--- config.mk ---
export PLATFORM = sky130hd
export DESIGN_NAME = systolic_output_deskew
export DESIGN_NICKNAME = d
export VERILOG_FILES = /design/src/rtl/tpu_pkg.sv /design/src/rtl/sync_fifo.sv /design/src/rtl/systolic_output_deskew.sv
export SDC_FILE = /design/constraint.sdc
export NUM_CORES = 1
export LEC_CHECK = 0
export ABC_CLOCK_PERIOD_IN_PS = 17300
export CORE_AREA = 2 2 323 325
export DETAILED_ROUTE_END_ITERATION = 8
export DIE_AREA = 0 0 325 327
export DONT_BUFFER_PORTS = 1
export MAX_ROUTING_LAYER = met4
export PLACE_DENSITY_LB_ADDON = 0.15
export SETUP_SLACK_MARGIN = 0.05
export SYNTH_ARGS = -nofsm -noshare
export SYNTH_HDL_FRONTEND = slang
export SYNTH_SLANG_ARGS = --single-unit
--- constraint.sdc ---
create_clock -name clk -period 17.3 [get_ports clk]
set_clock_uncertainty 0.2 [all_clocks]
set_input_delay 5.19 -clock clk [delete_from_list [all_inputs] [get_ports clk]]
set_output_delay 5.19 -clock clk [all_outputs]
set_load 0.03 [all_outputs]
--- src/rtl/tpu_pkg.sv ---
// Shared constants and types for the systolic array output path.
// SYS_N: array width (output columns); DATA_W: psum width;
// FIFO_DEPTH: aligned-row queue depth; ROW_IDX_W: row index width.
package tpu_pkg;

    localparam int unsigned SYS_N      = 4;
    localparam int unsigned DATA_W     = 32;
    localparam int unsigned FIFO_DEPTH = 8;
    localparam int unsigned ROW_IDX_W  = 16;

    typedef logic [DATA_W-1:0] psum_t;
    typedef psum_t row_t [SYS_N];

endpackage : tpu_pkg

--- src/rtl/sync_fifo.sv ---
// Registered first-word-fall-through FIFO.
// Ports:
//   clk, rst_n      clock, async active-low reset
//   flush           sync clear of pointers/count (wins over push/pop)
//   push, push_data write request and payload
//   pop             read request; ignored when empty
//   pop_data_c      head entry straight from storage (0 when empty)
//   full_c, empty_c occupancy flags decoded from count
//   count           registered occupancy, 0..DEPTH
module sync_fifo #(
    parameter int unsigned WIDTH = 8,
    parameter int unsigned DEPTH = 8
) (
    input  logic                       clk,
    input  logic                       rst_n,
    input  logic                       flush,
    input  logic                       push,
    input  logic [WIDTH-1:0]           push_data,
    input  logic                       pop,
    output logic [WIDTH-1:0]           pop_data_c,
    output logic                       full_c,
    output logic                       empty_c,
    output logic [$clog2(DEPTH):0]     count
);

    localparam int unsigned AW = $clog2(DEPTH);
    localparam int unsigned CW = AW + 1;

    logic [WIDTH-1:0] mem_q [DEPTH];
    logic [WIDTH-1:0] mem_d [DEPTH];
    logic [AW-1:0]    wr_ptr_q, wr_ptr_d;
    logic [AW-1:0]    rd_ptr_q, rd_ptr_d;
    logic [CW-1:0]    count_q, count_d;
    logic             pop_ok;
    logic             push_ok;

    assign empty_c    = (count_q == '0);
    assign full_c     = (count_q == CW'(DEPTH));
    assign count      = count_q;
    assign pop_data_c = empty_c ? '0 : mem_q[rd_ptr_q];

    // Pointer/count update; a pop frees the slot a same-cycle push needs when full.
    always_comb begin
        mem_d    = mem_q;
        wr_ptr_d = wr_ptr_q;
        rd_ptr_d = rd_ptr_q;
        count_d  = count_q;
        pop_ok   = pop & ~empty_c;
        push_ok  = push & (~full_c | pop_ok);
        if (flush) begin
            wr_ptr_d = '0;
            rd_ptr_d = '0;
            count_d  = '0;
        end else begin
            if (push_ok) begin
                mem_d[wr_ptr_q] = push_data;
                wr_ptr_d        = wr_ptr_q + AW'(1);
            end
            if (pop_ok) begin
                rd_ptr_d = rd_ptr_q + AW'(1);
            end
            unique case ({push_ok, pop_ok})
                2'b10:   count_d = count_q + CW'(1);
                2'b01:   count_d = count_q - CW'(1);
                default: count_d = count_q;
            endcase
        end
    end

    // Control state.
    always_ff @(posedge clk or negedge rst_n) begin
        if (!rst_n) begin
            wr_ptr_q <= '0;
            rd_ptr_q <= '0;
            count_q  <= '0;
        end else begin
            wr_ptr_q <= wr_ptr_d;
            rd_ptr_q <= rd_ptr_d;
            count_q  <= count_d;
        end
    end

    // Storage; contents are masked by count, so no reset needed.
    always_ff @(posedge clk) begin
        mem_q <= mem_d;
    end

endmodule : sync_fifo

--- src/rtl/systolic_output_deskew.sv ---
// Re-aligns skewed systolic-array bottom-edge outputs into whole rows and
// queues them for unified-buffer writeback.
// Ports:
//   clk, rst_n                 clock, async active-low reset
//   flush                      sync clear of delay lines, FIFO, row index
//   col_size_in/_valid_in      active column count load (clamped 1..SYS_N)
//   sys_data_in, sys_valid_in  per-column psum/valid, column c skewed by c cycles
//   out_data/out_valid/out_ready  aligned row stream (FWFT head)
//   out_row_idx                index of the head row since reset/flush
//   fifo_count                 queue occupancy
//   overflow, skew_err         sticky error flags
module systolic_output_deskew
    import tpu_pkg::*;
#(
    parameter int unsigned SYS_N      = tpu_pkg::SYS_N,
    parameter int unsigned DATA_W     = tpu_pkg::DATA_W,
    parameter int unsigned FIFO_DEPTH = tpu_pkg::FIFO_DEPTH
) (
    input  logic                          clk,
    input  logic                          rst_n,
    input  logic                          flush,
    input  logic [31:0]                   col_size_in,
    input  logic                          col_size_valid_in,
    input  logic [SYS_N*DATA_W-1:0]       sys_data_in,
    input  logic [SYS_N-1:0]              sys_valid_in,
    output logic [SYS_N*DATA_W-1:0]       out_data,
    output logic                          out_valid,
    input  logic                          out_ready,
    output logic [ROW_IDX_W-1:0]          out_row_idx,
    output logic [$clog2(FIFO_DEPTH):0]   fifo_count,
    output logic                          overflow,
    output logic                          skew_err
);

    localparam int unsigned ROW_W = SYS_N * DATA_W;
    localparam int unsigned CS_W  = $clog2(SYS_N + 1);
    localparam int unsigned ENT_W = ROW_W + ROW_IDX_W;

    logic [CS_W-1:0]      col_size_q, col_size_d;
    logic [ROW_IDX_W-1:0] row_idx_q, row_idx_d;
    logic                 overflow_q, overflow_d;
    logic                 skew_err_q, skew_err_d;

    logic [DATA_W-1:0]    aligned_data [SYS_N];
    logic [SYS_N-1:0]     aligned_vld;
    logic [SYS_N-1:0]     active;
    logic [ROW_W-1:0]     row_data;
    logic                 row_full;
    logic                 row_any;
    logic                 push_req;
    logic                 drop;
    logic                 push_acc;

    logic [ENT_W-1:0]     fifo_head;
    logic                 fifo_full;
    logic                 fifo_empty;

    // Deskew: column c waits SYS_N-1-c cycles so every column lines up with the last one.
    for (genvar c = 0; c < SYS_N; c++) begin : g_col
        localparam int unsigned D = SYS_N - 1 - c;
        if (D == 0) begin : g_direct
            assign aligned_data[c] = sys_data_in[c*DATA_W +: DATA_W];
            assign aligned_vld[c]  = sys_valid_in[c];
        end else begin : g_delay
            logic [DATA_W-1:0] dat_q [D];
            logic [DATA_W-1:0] dat_d [D];
            logic [D-1:0]      vld_q, vld_d;

            always_comb begin
                dat_d[0] = sys_data_in[c*DATA_W +: DATA_W];
                for (int unsigned k = 1; k < D; k++) begin
                    dat_d[k] = dat_q[k-1];
                end
                vld_d = D'({vld_q, sys_valid_in[c]});
                if (flush) begin
                    vld_d = '0;
                end
            end

            always_ff @(posedge clk or negedge rst_n) begin
                if (!rst_n) begin
                    vld_q <= '0;
                    for (int unsigned k = 0; k < D; k++) begin
                        dat_q[k] <= '0;
                    end
                end else begin
                    vld_q <= vld_d;
                    dat_q <= dat_d;
                end
            end

            assign aligned_data[c] = dat_q[D-1];
            assign aligned_vld[c]  = vld_q[D-1];
        end
    end

    // Active-column mask and the aligned row with inactive columns zeroed.
    always_comb begin
        active   = '0;
        row_data = '0;
        for (int unsigned c = 0; c < SYS_N; c++) begin
            active[c] = (c < 32'(col_size_q));
            if (active[c]) begin
                row_data[c*DATA_W +: DATA_W] = aligned_data[c];
            end
        end
        row_full = &(aligned_vld | ~active);
        row_any  = |(aligned_vld & active);
    end

    // Push/drop decisions; when full the only free slot comes from a same-cycle pop.
    always_comb begin
        push_req = row_full & ~flush;
        drop     = push_req & fifo_full & ~out_ready;
        push_acc = push_req & ~drop;
    end

    // Column size, row index and sticky flags.
    always_comb begin
        col_size_d = col_size_q;
        row_idx_d  = row_idx_q;
        overflow_d = overflow_q | drop;
        skew_err_d = skew_err_q | (row_any & ~row_full & ~flush);
        if (col_size_valid_in) begin
            if (col_size_in == 32'd0) begin
                col_size_d = CS_W'(1);
            end else if (col_size_in > 32'(SYS_N)) begin
                col_size_d = CS_W'(SYS_N);
            end else begin
                col_size_d = CS_W'(col_size_in);
            end
        end
        if (flush) begin
            row_idx_d = '0;
        end else if (push_acc) begin
            row_idx_d = row_idx_q + ROW_IDX_W'(1);
        end
    end

    always_ff @(posedge clk or negedge rst_n) begin
        if (!rst_n) begin
            col_size_q <= CS_W'(SYS_N);
            row_idx_q  <= '0;
            overflow_q <= 1'b0;
            skew_err_q <= 1'b0;
        end else begin
            col_size_q <= col_size_d;
            row_idx_q  <= row_idx_d;
            overflow_q <= overflow_d;
            skew_err_q <= skew_err_d;
        end
    end

    // Row index travels with its data so the head always reports its own index.
    sync_fifo #(
        .WIDTH (ENT_W),
        .DEPTH (FIFO_DEPTH)
    ) u_fifo (
        .clk        (clk),
        .rst_n      (rst_n),
        .flush      (flush),
        .push       (push_req),
        .push_data  ({row_idx_q, row_data}),
        .pop        (out_ready),
        .pop_data_c (fifo_head),
        .full_c     (fifo_full),
        .empty_c    (fifo_empty),
        .count      (fifo_count)
    );

    assign out_data    = fifo_head[ROW_W-1:0];
    assign out_row_idx = fifo_head[ENT_W-1:ROW_W];
    assign out_valid   = ~fifo_empty;
    assign overflow    = overflow_q;
    assign skew_err    = skew_err_q;

endmodule : systolic_output_deskew

==> flow_summary_export.csv <==
group,metric,value,unit
yosys,async_flop_share,16.58,%
status,outcome,"finished clean",
finish,area_growth,12.19,%
cts,postCtsSetupBuffers,0,
timing,fin_crit_sh,57.58,%
worst_hold_path,hold_depth,0,
global_routing,grt_pass1_vias,24259,
cts,clk_path_buf_depth,3,
critical_path,cpMaxStageDelayCell,"dfrtp_4",
place,port_buffers,0,
worst_hold_path,holdPathEnd,"aligned_data[117]$_DFF_PN0_",
timing,post-route-min-period,9962,ps
yosys,synthCells,2388,
place,gp_congestion,0.7743,
die,die_x,325,µm
critical_path,max_stage_delay,1010,ps
yosys,synth_seq_area_share,78.78,%
drt,drtPass1Iterations,5,
cts,clockRootBuffer,"clkbuf_16",
finish,instances_no_fill,3965,
global_routing,grt_start_max_net_pins,230,
timing,fmax,0.1004,GHz
cts,clock_latency,750,ps
drt,post_drt_wl_per_cell,27.07,µm
yosys,synth.distinct_cells,51,
drt,via_per_inst,5.691,
drt,finalWirelength,107.3,mm
timing,tightest_slew,1085,ps
die,ios,320,
yosys,ys_top_cells_by_area,"edfxtp_1 (68%), mux4_2 (13%), dfrtp_1 (11%)",
worst_hold_path,worstHoldStart,"g_col[0].g_delay.dat_d[21]$_DFF_PN0_",
flow_run,max-cap-violations,0,
critical_path,r2r_end,"u_fifo.mem_q[337]$_DFFE_PP_",
finish,final_common_cell,"edfxtp_1",
critical_path,rrSetupSlack,12560,ps
critical_path,cp_max_fo,100,
timing,maxSlewHeadroom,27.67,%
power_and_ir_drop,vdd_drop_max,0.0001219,V
worst_hold_path,hold_class,"reg -> reg",
cts,htreeDepth,4,
yosys,netlist_area,51190,µm²
timing,fin_setup_tns,0,ps
yosys,synth_nets,2562,
finish,fin_nets,2633,
global_routing,grt_pass1_wl,158.9,mm
critical_path,crit_path_start_kind,"flip-flop",
critical_path,cp_num_buf_inv,2,
power_and_ir_drop,p_per_area,131.4,nW/µm²
timing,layout_setup_ws,7338,ps
die,design.core.area,102900,µm²
critical_path,path_cells,"buf_4 > buf_12 > mux4_2 > mux2i_1 > nor2_1",
cts,cts_sinks,1381,
cts,cts_buffers,143,
critical_path,cp_data_required_time,11910,ps
finish,final_cell_mix,"edfxtp_1 (1152), mux4_2 (288), dfrtp_1 (225), nor2_1 (155), clkbuf_16 (145)",
yosys,yosysTopAreaCellShare,67.58,%
timing,setup_viol,0,
critical_path,critPathKind,"reg -> out",
yosys,postSynthAreaPerCell,21.43,µm²
finish,fill_cells,7760,
yosys,yosysWarnings,0,
die,die_y,327,µm
power_and_ir_drop,total_power,7.548,mW
global_routing,grt_overflow,0,
timing,drv_slew,0,
cts,cts_tree,"yes",
critical_path,reg2reg_depth,7,
cts,cts_resized,0,
critical_path,critPathTopFamily,"buffers and inverters",
yosys,synth_area_leader_cell,"edfxtp_1",
critical_path,end_kind,"output pin",
die,start_util,49.74,%
yosys,synth-edff-count,1152,
place,dp_slack,7827,ps
timing,rsz0062_at_grt,"no",
drt,vias,22563,
die,fp-row-count,118,
drt,drcViolationCount,0,
die,die-area,106300,µm²
timing,finalHoldViolations,0,
yosys,synth_ff_type,"edfxtp_1",
global_routing,track_usage,21.06,%
critical_path,cp.arrival,4570,ps
global_routing,antenna_found_initial,19,
drt,ant_nets,0,
place,dp_hpwl,55.61,mm
critical_path,r2r_start,"col_size_q[2]$_DFFE_PN1P_",
cts,clk_pin_slew,60,ps
finish,layout-drive-gt1-share,21.42,%
cts,ctsHoldBuffers,0,
place,placed_cells,3694,
power_and_ir_drop,leakage,18.10,nW
drt,drt_iter0_drc,1648,
yosys,ys_ff_latch,1381,
-- per-stage QoR --
stage	hold slack, ps	cell area, µm²	util, %
2_1_floorplan	131.2	51190	-
3_3_place_gp	133.4	52890	51.39
3_5_place_dp	134.7	52890	51.39
4_1_cts	141.5	57390	55.77
5_1_grt	147.7	57420	55.79
6_report	140.9	57430	55.80
-- Yosys cell counts (all sizes together), types with 9 or more instances --
master,count
a21oi,18
and2,97
buf,47
clkbuf,73
dfrtp,228
edfxtp,1152
inv,16
mux2i,144
mux4,288
nand2,12
nand3,16
nand4,9
nor2,155
nor2b,41
nor4,13
o21ai,17
-- layer usage --
layer / track usage (%) / vias to the layer above / wire length, µm
met3: 4.947 / 172 / 6471
met5: - / - / 0
met1: 27.37 / 12055 / 44940
met4: 5.656 / 0 / 2188
li1: - / 9737 / -
met2: 33.77 / 599 / 53740
-- kinds of logic after synthesis --
| logic type | count (synthesis) | synth area share, % |
|---|---|---|
| DFF | 1381 | 78.78 |
| muxes | 433 | 15.51 |
| and+or+nand+nor | 372 | 3.715 |
| buffers and inverters | 136 | 1.083 |
| AOI/OAI and AO/OA | 56 | 0.7040 |
| xor gates and xnor gates | 5 | 0.08557 |
| adders and majority gates | 5 | 0.1222 |
-- where the power goes --
group          internal [mW]  switching, mW
Clock                   1.71           1.23
Combinational          0.315          0.638
Sequential              3.63         0.0356
Total                   5.65           1.90
-- layout make-up --
cell class	count	area [µm²]	area share (%)
diodes	13	32.53	0.05665
well taps	1380	1727	3.007
clock inverters	58	548.0	0.9543
repair buffers	46	382.9	0.6667
clock buffers	200	3959	6.894
multi-input cells	871	10380	18.08
inverters	16	60.06	0.1046
flip-flops and latches	1381	40340	70.24
-- how the worst max path moves through the flow --
| stage | startpoint | to | cells after the start |
|---|---|---|---|
| global placement | u_fifo.rd_ptr_q[0]$_DFFE_PN0P_ | out_data[101] | 5 |
| global route | u_fifo.rd_ptr_q[0]$_DFFE_PN0P_ | out_data[43] | 5 |
| detailed placement | u_fifo.rd_ptr_q[0]$_DFFE_PN0P_ | out_data[101] | 5 |
| CTS | u_fifo.rd_ptr_q[0]$_DFFE_PN0P_ | out_data[101] | 5 |
| finish | u_fifo.rd_ptr_q[0]$_DFFE_PN0P_ | out_data[45] | 5 |
| floorplan | flush | u_fifo.mem_q[720]$_DFFE_PP_ | 6 |
-- flip-flops by register name (all words and copies together), names as in the netlist --
signal,flops
u_fifo.mem_q,1152
g_col.g_delay.dat_d,96
aligned_data,64
g_col.g_delay.dat_q,32
row_idx_q,16
g_col.g_delay.vld_q,6
u_fifo.count,4
col_size_q,3
u_fifo.rd_ptr_q,3
u_fifo.wr_ptr_q,3
overflow,1
skew_err,1
Note: power is estimated with default switching activity, not from simulation.
